==> src/rtl/alu_seq.sv <==
// Handshaked ALU: add/sub/logic/compare in one cycle, iterative signed multiply.
// Latency: 1 cycle from acceptance for non-MUL ops, WIDTH+1 cycles for MUL.
// Backpressure: one op in flight; in_ready low until the result is taken via out_ready.
module alu_seq #(
    parameter int WIDTH    = 32,
    parameter int SAT_MODE = 0
) (
    input  logic             clk,
    input  logic             rst_n,
    input  logic             in_valid,
    output logic             in_ready,
    input  logic [3:0]       op,
    input  logic [WIDTH-1:0] a,
    input  logic [WIDTH-1:0] b,
    output logic             out_valid,
    input  logic             out_ready,
    output logic [WIDTH-1:0] result,
    output logic             overflow,
    output logic             zero
);

    localparam logic [1:0] S_IDLE = 2'd0;
    localparam logic [1:0] S_BUSY = 2'd1;
    localparam logic [1:0] S_DONE = 2'd2;

    localparam int               CW    = $clog2(WIDTH);
    localparam logic [CW-1:0]    LAST  = CW'(WIDTH - 1);
    localparam logic [WIDTH-1:0] S_MAX = {1'b0, {(WIDTH-1){1'b1}}};
    localparam logic [WIDTH-1:0] S_MIN = {1'b1, {(WIDTH-1){1'b0}}};

    logic [1:0]         state_q, state_d;
    logic [WIDTH-1:0]   result_q, result_d;
    logic               ovf_q, ovf_d;
    logic               zero_q, zero_d;
    logic [2*WIDTH-1:0] mcand_q, mcand_d;
    logic [WIDTH-1:0]   mplier_q, mplier_d;
    logic [2*WIDTH-1:0] acc_q, acc_d;
    logic               neg_q, neg_d;
    logic [CW-1:0]      cnt_q, cnt_d;

    logic [WIDTH:0]     sum_add, sum_sub;
    logic [WIDTH-1:0]   alu_res;
    logic               alu_ovf;
    logic [WIDTH-1:0]   mag_a, mag_b;
    logic [2*WIDTH-1:0] acc_nxt, prod;
    logic               mul_ovf;
    logic [WIDTH-1:0]   mul_res;

    // Overflow policy shared by ADD/SUB/MUL; neg is the sign of the true result.
    function automatic logic [WIDTH-1:0] apply_policy(input logic [WIDTH-1:0] val,
                                                      input logic ovf, input logic neg);
        logic [WIDTH-1:0] r;
        r = val;
        if (ovf) begin
            case (SAT_MODE)
                1:       r = neg ? S_MIN : S_MAX;
                2:       r = val;
                default: r = '0;
            endcase
        end
        return r;
    endfunction

    assign sum_add = {a[WIDTH-1], a} + {b[WIDTH-1], b};
    assign sum_sub = {a[WIDTH-1], a} - {b[WIDTH-1], b};
    assign mag_a   = a[WIDTH-1] ? ('0 - a) : a;
    assign mag_b   = b[WIDTH-1] ? ('0 - b) : b;

    // Single-cycle ops evaluated straight from the offered operands.
    always_comb begin
        alu_res = '0;
        alu_ovf = 1'b0;
        case (op)
            4'd0: begin
                alu_ovf = sum_add[WIDTH] ^ sum_add[WIDTH-1];
                alu_res = apply_policy(sum_add[WIDTH-1:0], alu_ovf, sum_add[WIDTH]);
            end
            4'd1: begin
                alu_ovf = sum_sub[WIDTH] ^ sum_sub[WIDTH-1];
                alu_res = apply_policy(sum_sub[WIDTH-1:0], alu_ovf, sum_sub[WIDTH]);
            end
            4'd2:    alu_res = ~a;
            4'd3:    alu_res = a & b;
            4'd4:    alu_res = a | b;
            4'd5:    alu_res = a ^ b;
            4'd6:    alu_res = WIDTH'($signed(a) < $signed(b));
            4'd7:    alu_res = WIDTH'(a == b);
            default: alu_res = '0;
        endcase
    end

    // Multiplier step and final sign correction; the last step feeds the result directly.
    always_comb begin
        acc_nxt = acc_q + (mplier_q[0] ? mcand_q : '0);
        prod    = neg_q ? ('0 - acc_nxt) : acc_nxt;
        mul_ovf = prod != {{WIDTH{prod[WIDTH-1]}}, prod[WIDTH-1:0]};
        mul_res = apply_policy(prod[WIDTH-1:0], mul_ovf, neg_q);
    end

    // Next-state logic for the IDLE/BUSY/DONE controller and datapath registers.
    always_comb begin
        state_d  = state_q;
        result_d = result_q;
        ovf_d    = ovf_q;
        zero_d   = zero_q;
        mcand_d  = mcand_q;
        mplier_d = mplier_q;
        acc_d    = acc_q;
        neg_d    = neg_q;
        cnt_d    = cnt_q;
        case (state_q)
            S_IDLE: begin
                if (in_valid) begin
                    if (op == 4'd8) begin
                        mcand_d  = {{WIDTH{1'b0}}, mag_a};
                        mplier_d = mag_b;
                        acc_d    = '0;
                        neg_d    = a[WIDTH-1] ^ b[WIDTH-1];
                        cnt_d    = '0;
                        state_d  = S_BUSY;
                    end else begin
                        result_d = alu_res;
                        ovf_d    = alu_ovf;
                        zero_d   = (alu_res == '0);
                        state_d  = S_DONE;
                    end
                end
            end
            S_BUSY: begin
                acc_d    = acc_nxt;
                mcand_d  = mcand_q << 1;
                mplier_d = mplier_q >> 1;
                cnt_d    = cnt_q + 1'b1;
                if (cnt_q == LAST) begin
                    result_d = mul_res;
                    ovf_d    = mul_ovf;
                    zero_d   = (mul_res == '0);
                    state_d  = S_DONE;
                end
            end
            S_DONE: begin
                if (out_ready) state_d = S_IDLE;
            end
            default: state_d = S_IDLE;
        endcase
    end

    // State registers with synchronous active-low reset; reset discards any in-flight op.
    always_ff @(posedge clk) begin
        if (!rst_n) begin
            state_q  <= S_IDLE;
            result_q <= '0;
            ovf_q    <= 1'b0;
            zero_q   <= 1'b0;
            mcand_q  <= '0;
            mplier_q <= '0;
            acc_q    <= '0;
            neg_q    <= 1'b0;
            cnt_q    <= '0;
        end else begin
            state_q  <= state_d;
            result_q <= result_d;
            ovf_q    <= ovf_d;
            zero_q   <= zero_d;
            mcand_q  <= mcand_d;
            mplier_q <= mplier_d;
            acc_q    <= acc_d;
            neg_q    <= neg_d;
            cnt_q    <= cnt_d;
        end
    end

    // in_ready is gated by rst_n so it stays low for the whole reset window.
    assign in_ready  = rst_n && (state_q == S_IDLE);
    assign out_valid = (state_q == S_DONE);
    assign result    = result_q;
    assign overflow  = ovf_q;
    assign zero      = zero_q;

endmodule

==> config.mk <==
export PLATFORM = sky130hd
export DESIGN_NAME = alu_seq
export DESIGN_NICKNAME = d
export VERILOG_FILES = /design/src/rtl/alu_seq.sv
export SDC_FILE = /design/constraint.sdc
export NUM_CORES = 1
export LEC_CHECK = 0
export BUFFER_PORTS_ARGS = -buffer_cell sky130_fd_sc_hd__buf_2
export CORE_AREA = 2 2 261 263
export DETAILED_ROUTE_END_ITERATION = 10
export DIE_AREA = 0 0 263 265
export PLACE_DENSITY = 0.64
export SLEW_MARGIN = 20
export SYNTH_ARGS = -nofsm -noshare
export SYNTH_HDL_FRONTEND = slang
export SYNTH_SLANG_ARGS = --single-unit
==> constraint.sdc <==
create_clock -name clk -period 7.3 [get_ports clk]
set_input_delay 0.365 -clock clk [delete_from_list [all_inputs] [get_ports clk]]
set_output_delay 0.365 -clock clk [all_outputs]
set_load 0.005 [all_outputs]
==> impl_metrics.yaml <==
placement:
  place.detailed.hpwl_um: 69600
  io_buffers: 107
  dp_slack_ns: -0.246
  placed_area_mm2: 0.0252
  gp_congestion: 0.978
clocking:
  post-cts-setup-buffer-count: 0
  cts_tree: "done"
  cts_root_buf: "clkbuf_16"
  htree_levels: 1
  cts_num_sinks: 202
  cts_buffers: 25
  path_clk_slew_ns: 0.06
  clk_latency_ns: 0.60
  cts_hold_buf: 0
  cts_buffer_depth: 3
critical_path:
  arrival_ns: 7.41
  critical_path.max_fanout: 27
  path_depth: 20
  critical_path.top_delay_family: "simple AND/OR/NAND/NOR gates"
  crit_slowest_cell: "or4_4"
  max_stage_delay_ns: 0.52
  end_kind: "flip-flop"
  path_buf_inv: 3
  worst_setup_path_start_kind: "flip-flop"
  crit_top_cell: "buf_4"
  cp.required_ns: 7.82
  critical_path.cell_chain: "buf_4 -> and2_1 -> ha_1 -> a21oi_1 -> o21ai_1 -> a21oi_1 -> o21bai_1 -> or3_1 -> a2111oi_0 -> nand4bb_1 -> buf_4 -> o41ai_2 -> xnor2_1 -> or4_4 -> nor4_2 -> o22ai_1 -> nor4_4 -> buf_4 -> nand4_1 -> a31oi_1"
  reg2reg_depth: 20
  path_class: "flip-flop to flip-flop"
synthesis:
  seq_area_frac_synth_pct: 17.5
  synthCells: 3174
  synth_cell_types: 107
  synth_top_cell_by_area: "dfxtp_1"
  synth_top_area_share_pct: 17.5
  netlist_area_mm2: 0.0232
  synth_warnings: 0
  synth-main-ff-cell: "dfxtp_1"
  synth_area_leaders: "dfxtp_1, ha_1, a21oi_1"
  synth_edf_count: 0
  syn-mean-instance-area_um2: 7.29
  synth_fp_nets: 3416
  synth_seq_cells: 202
  ys_async_sr_fraction_pct: 0
detailed_routing:
  vias_per_cell: 6.07
  drtPass1Iterations: 7
  post-route-drc-count: 0
  wirelength_um: 89600
  detail-route-antenna-nets: 0
  dr_total_vias: 25200
  drt_iter0_markers: 2387
  wl_per_cell_um: 21.6
layout:
  area_delta_synth_final_pct: 12.9
  drive_above_1_share_pct: 13.1
  stdcell_area_mm2: 0.0261
  utilization_pct: 39.1
  fillerInstances: 7128
  nNetsFinal: 3499
  diodes: 0
sta:
  setup_slack_ns: 0.408
  finalSetupViolCount: 0
  tightest_slew_ns: 1.06
  layout_min_cycle_time_ns: 6.89
  rsz0062_at_grt: "yes"
  fin_worst_skew_ns: 0.0337
  timing.hold.ws_ns: 0.0822
  drv_slew: 0
  fin_crit_sh_pct: 94.4
  slew_headroom_pct: 28.8
  hold_violations: 0
  clock.fmax_ghz: 0.145
status:
  outcome: "finished clean"
hold_path:
  min_path_type: "primary input to flip-flop"
  holdPathStages: 3
die:
  ios: 108
  die_x_um: 263
  initial_core_util_pct: 34.7
  die-area_mm2: 0.0697
  core-area_mm2: 0.0668
  fp-row-count: 95
  die_y_um: 265
run:
  maxCapViolations: 0
global_routing:
  grt_usage_pct: 24.6
  grt_pass1_wl_um: 138000
  antenna_found_initial: 2
  grt_pass1_vias: 23800
  overflow: 0
  grt_max_degree: 122
power:
  pwr_density_cell_mw_per_mm2: 126
  power_leakage_uw: 0.0105
  max-vdd-ir-drop_mv: 0.130
[layout by cell type (no fill, tap or decap), types with 62 or more instances in the layout]
| master | netlist | final |
|---|---|---|
| nor2b_1 | 159 | 158 |
| o21ai_0 | 190 | 189 |
| dfxtp_1 | 202 | 200 |
| ha_1 | 167 | 167 |
| xnor2_1 | 113 | 113 |
| a22oi_1 | 89 | 89 |
| nand2_1 | 213 | 213 |
| nor2_1 | 247 | 245 |
| buf_4 | 4 | 164 |
| a211oi_1 | 90 | 90 |
| and2_1 | 100 | 100 |
| nand3_1 | 62 | 62 |
| a21oi_1 | 237 | 236 |
| buf_2 | 26 | 106 |
| inv_1 | 117 | 117 |
| nor3_1 | 80 | 80 |
[per-layer routing]
metal	vias up	wire (µm)	GRT usage (%)
li1	12000	-	-
met1	12000	39000	32.5
met2	944	40700	40.4
met3	204	5950	3.23
met4	2	3960	9.96
met5	-	20	0
[power breakdown]
part / internal (µW) / switching [µW] / leakage (µW)
registers: 1130 / 36.5 / 0.00164
logic: 316 / 483 / 0.00849
clock network: 778 / 556 / 0.000411
total: 2220 / 1070 / 0.0105
[per-stage QoR]
stage	TNS [ns]	cells	power, µW
floorplan	0	3174	1630
global placement	-0.230	4103	1960
detailed placement	-0.246	4103	1960
CTS	0	4146	3300
global route	-0.0629	4146	3430
finish	0	4146	3300
[sequential cells by signal, summed over array words and instances (netlist names)]
signal,cells
acc_q,64
mplier_q,32
state_q,2
mcand_q,64
result,32
neg_q,1
zero,1
cnt_q,5
overflow,1
[tightest hold or removal path: cells and delay by family]
kind	cells	cell delay, ns
compound gates	1	0.15
buf+inv	1	0.07
simple gates	1	0.04
[kinds of logic after synthesis]
family / count (synthesis) / synth area share (%)
buffers and inverters: 333 / 5.60
adders and majority gates: 170 / 9.28
AOI/OAI and AO/OA: 1129 / 33.7
xor gates and xnor gates: 149 / 5.64
and+or+nand+nor: 1173 / 27.4
DFF: 202 / 17.5
muxes: 18 / 0.854
[final timing paths]
check	startpoint	to	slack, ns
setup / recovery	mplier_q[0]	result[19]	0.41
hold / removal	out_ready	state_q[1]	0.08
setup reg to reg	mplier_q[0]	result[19]	0.41
hold reg to reg	mplier_q[1]	mplier_q[1]	0.48
[cells in the mapped netlist (89+ instances only)]
master	instances
a21oi_1	237
a22oi_1	89
nor2b_1	159
xnor2_1	113
o21ai_0	190
inv_1	117
and2_1	100
clkbuf_1	166
a211oi_1	90
ha_1	167
nand2_1	213
dfxtp_1	202
nor2_1	247
[what timing repair did]
| action | 4_1_cts | 5_1_grt |
|---|---|---|
| setup endpoints to repair | 0 | 5 |
| gates resized for setup | 0 | 9 |
| endpoints found under the hold margin | 0 | 0 |
[area by class of cell]
type,instances,area [µm²],area share (%)
inverters,117,439,1.68
multi-input cells,2639,17900,68.5
flip-flops and latches,202,4050,15.5
well taps,873,1090,4.18
clock inverters,10,153,0.584
clock buffers,33,696,2.66
repair buffers,272,1790,6.86
Note: power is estimated with default switching activity, not from simulation.
